`config.mk`:
```
export PLATFORM = sky130hd
export DESIGN_NAME = input_port_vc_credit
export DESIGN_NICKNAME = d
export VERILOG_FILES = /design/src/rtl/input_port_vc_credit.sv
export SDC_FILE = /design/constraint.sdc
export NUM_CORES = 1
export LEC_CHECK = 0
export ABC_CLOCK_PERIOD_IN_PS = 5350
export BUFFER_PORTS_ARGS = -buffer_cell sky130_fd_sc_hd__buf_2
export CORE_MARGIN = 2
export CORE_UTILIZATION = 40
export DETAILED_ROUTE_END_ITERATION = 8
export SLEW_MARGIN = 20
export SYNTH_ARGS = -nofsm -noshare
export SYNTH_HDL_FRONTEND = slang
export SYNTH_SLANG_ARGS = --single-unit
```
`constraint.sdc`:
```
create_clock -name clk -period 5.35 [get_ports clk]
set_clock_uncertainty 0.05 [all_clocks]
set_input_delay 1.07 -clock clk [delete_from_list [all_inputs] [get_ports clk]]
set_output_delay 1.07 -clock clk [all_outputs]
set_load 0.05 [all_outputs]
```
`src/rtl/input_port_vc_credit.sv`:
```
// ---------------------------------------------------------------------------
// noc_params: shared NoC types for the router input port.
//   flit_t  : label, VC id and head routing data (x_dest, y_dest, payload)
//   port_t  : router output direction
// input_port_vc_credit: one router input port with VC_NUM virtual channels.
//   Each VC has a BUFFER_SIZE flit FIFO, a packet FSM (IDLE/VA/ACTIVE) and
//   XY route computation. Upstream back-pressure is on/off with hysteresis
//   (FLOW_MODE=0) or one credit per popped flit (FLOW_MODE=1).
// Ports:
//   clk, rst                  clock, asynchronous active-high reset
//   data_i, valid_flit_i      incoming flit from the link receiver
//   va_new_vc_i, va_valid_i   VC allocator grants per local VC
//   sa_sel_vc_i, sa_valid_i   switch allocator grant (one-hot local VC)
//   xb_flit_o, xb_valid_o     registered flit to the crossbar
//   va_request_o              VC allocation requests
//   sa_request_o              switch allocation requests
//   sa_downstream_vc_o        downstream VC latched per local VC
//   out_port_o                route latched per local VC
//   on_off_o                  on/off back-pressure per VC
//   credit_valid_o/credit_vc_o credit return pulse and its VC
//   is_allocatable_vc_o       VC idle with an empty FIFO
//   error_o                   sticky per-VC protocol error
// ---------------------------------------------------------------------------
package noc_params;
  localparam int MESH_SIZE_X       = 4;
  localparam int MESH_SIZE_Y       = 4;
  localparam int DEST_ADDR_SIZE_X  = $clog2(MESH_SIZE_X);
  localparam int DEST_ADDR_SIZE_Y  = $clog2(MESH_SIZE_Y);
  localparam int NOC_VC_NUM        = 2;
  localparam int NOC_VC_SIZE       = $clog2(NOC_VC_NUM);
  localparam int HEAD_PAYLOAD_SIZE = 8;

  typedef enum logic [1:0] {HEAD = 2'd0, BODY = 2'd1, TAIL = 2'd2, HEADTAIL = 2'd3} flit_label_t;
  typedef enum logic [2:0] {LOCAL = 3'd0, NORTH = 3'd1, SOUTH = 3'd2, WEST = 3'd3, EAST = 3'd4} port_t;

  typedef struct packed {
    logic [DEST_ADDR_SIZE_X-1:0]  x_dest;
    logic [DEST_ADDR_SIZE_Y-1:0]  y_dest;
    logic [HEAD_PAYLOAD_SIZE-1:0] head_pl;
  } head_data_t;

  typedef struct packed {
    flit_label_t            flit_label;
    logic [NOC_VC_SIZE-1:0] vc_id;
    head_data_t             head_data;
  } flit_t;
endpackage

module input_port_vc_credit
  import noc_params::*;
#(
  parameter int VC_NUM      = NOC_VC_NUM,
  parameter int BUFFER_SIZE = 8,
  parameter int X_CURRENT   = MESH_SIZE_X / 2,
  parameter int Y_CURRENT   = MESH_SIZE_Y / 2,
  parameter int FLOW_MODE   = 0,
  parameter int OFF_THRESH  = BUFFER_SIZE - 2,
  parameter int ON_THRESH   = BUFFER_SIZE / 2,
  localparam int VC_SIZE    = (VC_NUM > 1) ? $clog2(VC_NUM) : 1
) (
  input  logic                             clk,
  input  logic                             rst,
  input  flit_t                            data_i,
  input  logic                             valid_flit_i,
  input  logic [VC_NUM-1:0][VC_SIZE-1:0]   va_new_vc_i,
  input  logic [VC_NUM-1:0]                va_valid_i,
  input  logic [VC_NUM-1:0]                sa_sel_vc_i,
  input  logic                             sa_valid_i,
  output flit_t                            xb_flit_o,
  output logic                             xb_valid_o,
  output logic [VC_NUM-1:0]                va_request_o,
  output logic [VC_NUM-1:0]                sa_request_o,
  output logic [VC_NUM-1:0][VC_SIZE-1:0]   sa_downstream_vc_o,
  output port_t [VC_NUM-1:0]               out_port_o,
  output logic [VC_NUM-1:0]                on_off_o,
  output logic                             credit_valid_o,
  output logic [VC_SIZE-1:0]               credit_vc_o,
  output logic [VC_NUM-1:0]                is_allocatable_vc_o,
  output logic [VC_NUM-1:0]                error_o
);

  localparam int PTR_W = $clog2(BUFFER_SIZE);
  localparam int CNT_W = PTR_W + 1;

  typedef enum logic [1:0] {IDLE = 2'd0, VA = 2'd1, ACTIVE = 2'd2} vc_state_t;

  // Registered state
  flit_t                          mem_q   [VC_NUM][BUFFER_SIZE];
  logic [PTR_W-1:0]               rdPtr_q [VC_NUM];
  logic [PTR_W-1:0]               wrPtr_q [VC_NUM];
  logic [CNT_W-1:0]               count_q [VC_NUM];
  vc_state_t                      state_q [VC_NUM];
  port_t [VC_NUM-1:0]             outPort_q;
  logic [VC_NUM-1:0][VC_SIZE-1:0] downVc_q;
  logic [VC_NUM-1:0]              onOff_q;
  logic [VC_NUM-1:0]              error_q;
  flit_t                          xbFlit_q;
  logic                           xbValid_q;
  logic                           creditValid_q;
  logic [VC_SIZE-1:0]             creditVc_q;

  // Next-state / decode
  logic [CNT_W-1:0]  count_d [VC_NUM];
  flit_t             headFlit [VC_NUM];
  flit_t             xbFlit_d;
  logic [VC_NUM-1:0] empty, full, push, pushOk, pushErr;
  logic [VC_NUM-1:0] saPop, saErr, discardReq, discard, pop, headIsStart;
  logic              saOneHot, anySaPop, anyPop;
  logic [VC_SIZE-1:0] popVc;

  // XY dimension-order routing: resolve X first, then Y.
  function automatic port_t xyRoute(input logic [DEST_ADDR_SIZE_X-1:0] xd,
                                    input logic [DEST_ADDR_SIZE_Y-1:0] yd);
    port_t r;
    if (int'(xd) > X_CURRENT)      r = EAST;
    else if (int'(xd) < X_CURRENT) r = WEST;
    else if (int'(yd) < Y_CURRENT) r = NORTH;
    else if (int'(yd) > Y_CURRENT) r = SOUTH;
    else                           r = LOCAL;
    return r;
  endfunction

  // Per-VC push/pop decode. At most one FIFO pops per cycle so a single
  // credit register suffices: an internal discard of a stray BODY/TAIL
  // yields to any SA pop, and concurrent discards go lowest VC first.
  // A deferred discard simply retries the following cycle.
  always_comb begin
    logic found;
    found    = 1'b0;
    saOneHot = (sa_sel_vc_i != '0) &&
               ((sa_sel_vc_i & (sa_sel_vc_i - VC_NUM'(1))) == '0);
    for (int v = 0; v < VC_NUM; v++) begin
      headFlit[v]    = mem_q[v][rdPtr_q[v]];
      empty[v]       = (count_q[v] == '0);
      full[v]        = (count_q[v] == CNT_W'(BUFFER_SIZE));
      push[v]        = valid_flit_i && (int'(data_i.vc_id) == v);
      headIsStart[v] = (headFlit[v].flit_label == HEAD) ||
                       (headFlit[v].flit_label == HEADTAIL);
      saPop[v]       = sa_valid_i && saOneHot && sa_sel_vc_i[v] &&
                       !empty[v] && (state_q[v] == ACTIVE);
      saErr[v]       = sa_valid_i && sa_sel_vc_i[v] &&
                       (!saOneHot || empty[v] || (state_q[v] != ACTIVE));
      discardReq[v]  = (state_q[v] == IDLE) && !empty[v] && !headIsStart[v];
    end
    anySaPop = |saPop;
    discard  = '0;
    for (int v = 0; v < VC_NUM; v++) begin
      if (!anySaPop && discardReq[v] && !found) begin
        discard[v] = 1'b1;
        found      = 1'b1;
      end
    end
    pop    = saPop | discard;
    anyPop = |pop;
    popVc  = '0;
    for (int v = 0; v < VC_NUM; v++) begin
      if (pop[v]) popVc = VC_SIZE'(v);
    end
    for (int v = 0; v < VC_NUM; v++) begin
      // A full FIFO still accepts a flit when it is popped in the same cycle.
      pushOk[v]  = push[v] && (!full[v] || pop[v]);
      pushErr[v] = push[v] && full[v] && !pop[v];
      count_d[v] = count_q[v] + CNT_W'(pushOk[v]) - CNT_W'(pop[v]);
    end
    xbFlit_d       = headFlit[popVc];
    xbFlit_d.vc_id = NOC_VC_SIZE'(downVc_q[popVc]);
  end

  // Flit storage has no reset; occupancy and pointers define validity.
  always_ff @(posedge clk) begin
    for (int v = 0; v < VC_NUM; v++) begin
      if (pushOk[v]) mem_q[v][wrPtr_q[v]] <= data_i;
    end
  end

  // FIFO bookkeeping, packet FSM, route/VC latches, errors and on/off.
  always_ff @(posedge clk or posedge rst) begin
    if (rst) begin
      for (int v = 0; v < VC_NUM; v++) begin
        rdPtr_q[v]   <= '0;
        wrPtr_q[v]   <= '0;
        count_q[v]   <= '0;
        state_q[v]   <= IDLE;
        outPort_q[v] <= LOCAL;
      end
      downVc_q <= '0;
      onOff_q  <= '1;
      error_q  <= '0;
    end else begin
      for (int v = 0; v < VC_NUM; v++) begin
        if (pushOk[v]) wrPtr_q[v] <= wrPtr_q[v] + PTR_W'(1);
        if (pop[v])    rdPtr_q[v] <= rdPtr_q[v] + PTR_W'(1);
        count_q[v] <= count_d[v];

        if (pushErr[v] || saErr[v] || discard[v]) error_q[v] <= 1'b1;

        case (state_q[v])
          IDLE: begin
            if (!empty[v] && headIsStart[v]) begin
              state_q[v]   <= VA;
              outPort_q[v] <= xyRoute(headFlit[v].head_data.x_dest,
                                      headFlit[v].head_data.y_dest);
            end
          end
          VA: begin
            if (va_valid_i[v]) begin
              downVc_q[v] <= va_new_vc_i[v];
              state_q[v]  <= ACTIVE;
            end
          end
          ACTIVE: begin
            if (saPop[v] && ((headFlit[v].flit_label == TAIL) ||
                             (headFlit[v].flit_label == HEADTAIL)))
              state_q[v] <= IDLE;
          end
          default: state_q[v] <= IDLE;
        endcase

        // Hysteresis on post-update occupancy keeps on_off from chattering.
        if (FLOW_MODE != 0)                           onOff_q[v] <= 1'b1;
        else if (count_d[v] >= CNT_W'(OFF_THRESH))    onOff_q[v] <= 1'b0;
        else if (count_d[v] <= CNT_W'(ON_THRESH))     onOff_q[v] <= 1'b1;
      end
    end
  end

  // Crossbar output and credit return, both one cycle after the pop.
  always_ff @(posedge clk or posedge rst) begin
    if (rst) begin
      xbFlit_q      <= '0;
      xbValid_q     <= 1'b0;
      creditValid_q <= 1'b0;
      creditVc_q    <= '0;
    end else begin
      xbValid_q <= anySaPop;
      if (anySaPop) xbFlit_q <= xbFlit_d;
      creditValid_q <= (FLOW_MODE != 0) && anyPop;
      if ((FLOW_MODE != 0) && anyPop) creditVc_q <= popVc;
    end
  end

  always_comb begin
    for (int v = 0; v < VC_NUM; v++) begin
      va_request_o[v]        = (state_q[v] == VA);
      sa_request_o[v]        = (state_q[v] == ACTIVE) && !empty[v];
      is_allocatable_vc_o[v] = (state_q[v] == IDLE) && empty[v];
    end
  end

  assign xb_flit_o          = xbFlit_q;
  assign xb_valid_o         = xbValid_q;
  assign sa_downstream_vc_o = downVc_q;
  assign out_port_o         = outPort_q;
  assign on_off_o           = onOff_q;
  assign credit_valid_o     = creditValid_q;
  assign credit_vc_o        = creditVc_q;
  assign error_o            = error_q;

endmodule

```
==> metrics <==
drt total wl 22500 um; # H-tree levels 1; critical path buffer and inverter count 2; post-route ant nets 0; Die ar. 29000 um2; CTS Sinks roughly 280; Placement Setup Slack ~0.85 ns; via count of the first global-routing pass about 5900; vias per cell 5.27; # diodes 0; core box area approximately 27000 um2; Tcrit/Tclk final 0.848; # port buffers 58; Resize count post-CTS 0; io pins 61; Max-slew headroom 0.488; CTS tree built; Worst-Margin Slew ~0.77 ns; Initial DRC Count 385; area delta synth->final 16.7%; Required @ worst endpoint 5.75 ns; CTS buffer count 28; wire length per cell 21.1 um; Post-synth EDFFs 224; Multi-input gate area 2920 um2; die height 170 um; f_max 220 MHz; status finished, final reports clean; post-synthesis cell type count 45; Row Count 60; Top FF cell, synth edfxtp_1; post-synthesis sequential area ratio 0.725; RSZ-0062 raised after global routing false; R2R setup slack 0.81 ns; Max-Cap Viols 0; Sequential Area roughly 8000 um2; P_leak ~4.6 nW; yosys warns 1; mapped cell area 11100 um2; worst r2r src rdPtr_q[4]; Initial Utilization 0.409; Fillers 2272; layout cells sized above 1 0.308; Synth area leaders edfxtp_1, mux4_2, dfrtp_1; CP Class reg -> reg; vias 5642; Critical Path Most Common Cell ha_1; Total Routing Usage GR 0.161; Final Hold Vio Count 0; minimum clock period after layout 4.54 ns; most frequent cell after synthesis edfxtp_1; # setup viols final 0; crit-path cells mux4_2 -> mux2_2 -> inv_1 -> ha_1 -> nor4_2 -> a21o_1 -> o21ai_4 -> ha_1 -> inv_1 -> ha_1 -> fa_1 -> a21o_1 -> a21oi_1; Hold WC Path Type reg -> reg; # DRC 0; Slew Viols, Final 0; hold_buf cts 0; crit path from rdPtr_q[4]; Worst-Skew Late Latency 0.57 ns; pwr dens 580 nW/um2; die width 170 um; CP max stage delay 0.70 ns; final setup margin 0.814 ns; Setup crit start kind flop; commonest cells in the netlist edfxtp_1, mux4_2, dfrtp_1, nand2_1; crit path DAT approximately 4.9 ns; Post-CTS Setup Bufs 0; TNS Setup 0 ns; ys async rst share 0.188; largest area contributor in the netlist edfxtp_1; drt pass-1 iters 5; Largest delay share family, worst path adder cells; largest net degree at the start of global routing 53; Final nets 723; root buf cell clkbuf_16; share of the synthesized area in the top cell type 0.607; CP Capture Type flop; clk buf depth 3; FF+latch count, synth 276; min-delay src error_o[1]; slowest cell on the critical path dfrtp_2; post-DP HPWL between 10000 and 15000 um; Clock transition at path regs 0.06 ns; routability cong. 0.772; first-pass GRT wire length between 30000 and 40000 um; Gate Count Post-Synth 591; Avg Inst Size Synth ~19 um2; initial antenna violation count 1; Peak VDD IR ~0.44 mV; CP max FO 17; Overflow after GRT 0
[state kept, by name, summed over array words and instances (netlist names)]
name and flops:
xb_valid_o 1, on_off_o 2, mem_q 224, wrPtr_q 6, xb_flit_o 15, out_port_o 6
error_o 2, count_q 8, state_q 4, sa_downstream_vc_o 2, rdPtr_q 6
[logic make-up (layout without fill, tap and decap cells)]
kind of cell             after synthesis  after routing  share of synthesized area
AND/OR/NAND/NOR                       89             89                     0.0440
AO/OA/AOI/OAI                         67             67                     0.0408
XOR/XNOR                              12             12                    0.00949
adder cells (fa/ha/maj)               21             21                     0.0251
buffers and inverters                 43            149                     0.0169
multiplexers                          82             82                      0.138
flip-flops                           276            276                      0.725
other                                  1              2                   0.000339
[per-stage QoR]
| stage | instance area (um2) | hold WS, ns | total power [mW] | util | std cells |
|---|---|---|---|---|---|
| 2_1_floorplan | 11100 | 0.470 | 4.86 | - | 592 |
| 3_5_place_dp | 11900 | 0.414 | 5.54 | 0.441 | 1019 |
| 3_3_place_gp | 11900 | 0.406 | 5.45 | 0.441 | 1019 |
| 6_report | 12900 | 0.423 | 7.50 | 0.477 | 1070 |
| 5_1_grt | 12900 | 0.442 | 7.92 | 0.477 | 1070 |
| 4_1_cts | 12900 | 0.432 | 7.59 | 0.477 | 1070 |
[area by class of cell]
| cell class | instances | area share |
|---|---|---|
| Sequential cell | 276 | 0.621 |
| Multi-Input combinational cell | 273 | 0.226 |
| Clock buffer | 37 | 0.0599 |
| Tap cell | 372 | 0.0360 |
| Timing Repair Buffer | 81 | 0.0358 |
| Clock inverter | 14 | 0.0159 |
| Inverter | 17 | 0.00513 |
[cell usage in the layout (no fill, tap or decap), types with 4 or more instances in the layout]
| cell type | count |
|---|---|
| buf_2 | 58 |
| mux2i_1 | 16 |
| xor2_1 | 6 |
| nor3b_1 | 5 |
| edfxtp_1 | 224 |
| nand2_1 | 22 |
| o21ai_0 | 20 |
| clkinv_2 | 7 |
| clkbuf_1 | 5 |
| ha_1 | 19 |
| a211oi_1 | 8 |
| clkbuf_16 | 28 |
| buf_4 | 23 |
| nor3_2 | 7 |
| mux4_2 | 56 |
| inv_1 | 16 |
| mux2_2 | 9 |
| clkbuf_8 | 4 |
| a21o_1 | 5 |
| xnor2_1 | 6 |
| nor2b_1 | 9 |
| o211ai_1 | 6 |
| nand2b_1 | 7 |
| a21oi_1 | 9 |
| nor2_1 | 20 |
| o22ai_1 | 11 |
| bufinv_16 | 4 |
| nor3_1 | 5 |
| dfrtp_1 | 49 |
[path summary, 6_finish.rpt]
path,end,depth (start not counted)
min in group asynchronous,xb_flit_o[7],2
worst max-delay path,on_off_o[0],13
worst max register to register,on_off_o[0],13
worst min-delay path,error_o[1],1
worst min register to register,error_o[1],1
max in group asynchronous,rdPtr_q[4],2
[metal layers]
layer  share of wire  GRT usage  vias up
li1                -          -     2516
met1            0.46      0.230     2956
met2            0.48      0.260      138
met3           0.047     0.0286       30
met4           0.017     0.0338        2
met5         0.00031          0        -
[power by group]
group          internal (mW)  switching, mW  total (mW)
logic                   1.01           1.50        2.52
clock network           1.22          0.803        2.02
registers               2.67          0.285        2.96
Power figures use the tool's default switching activity.
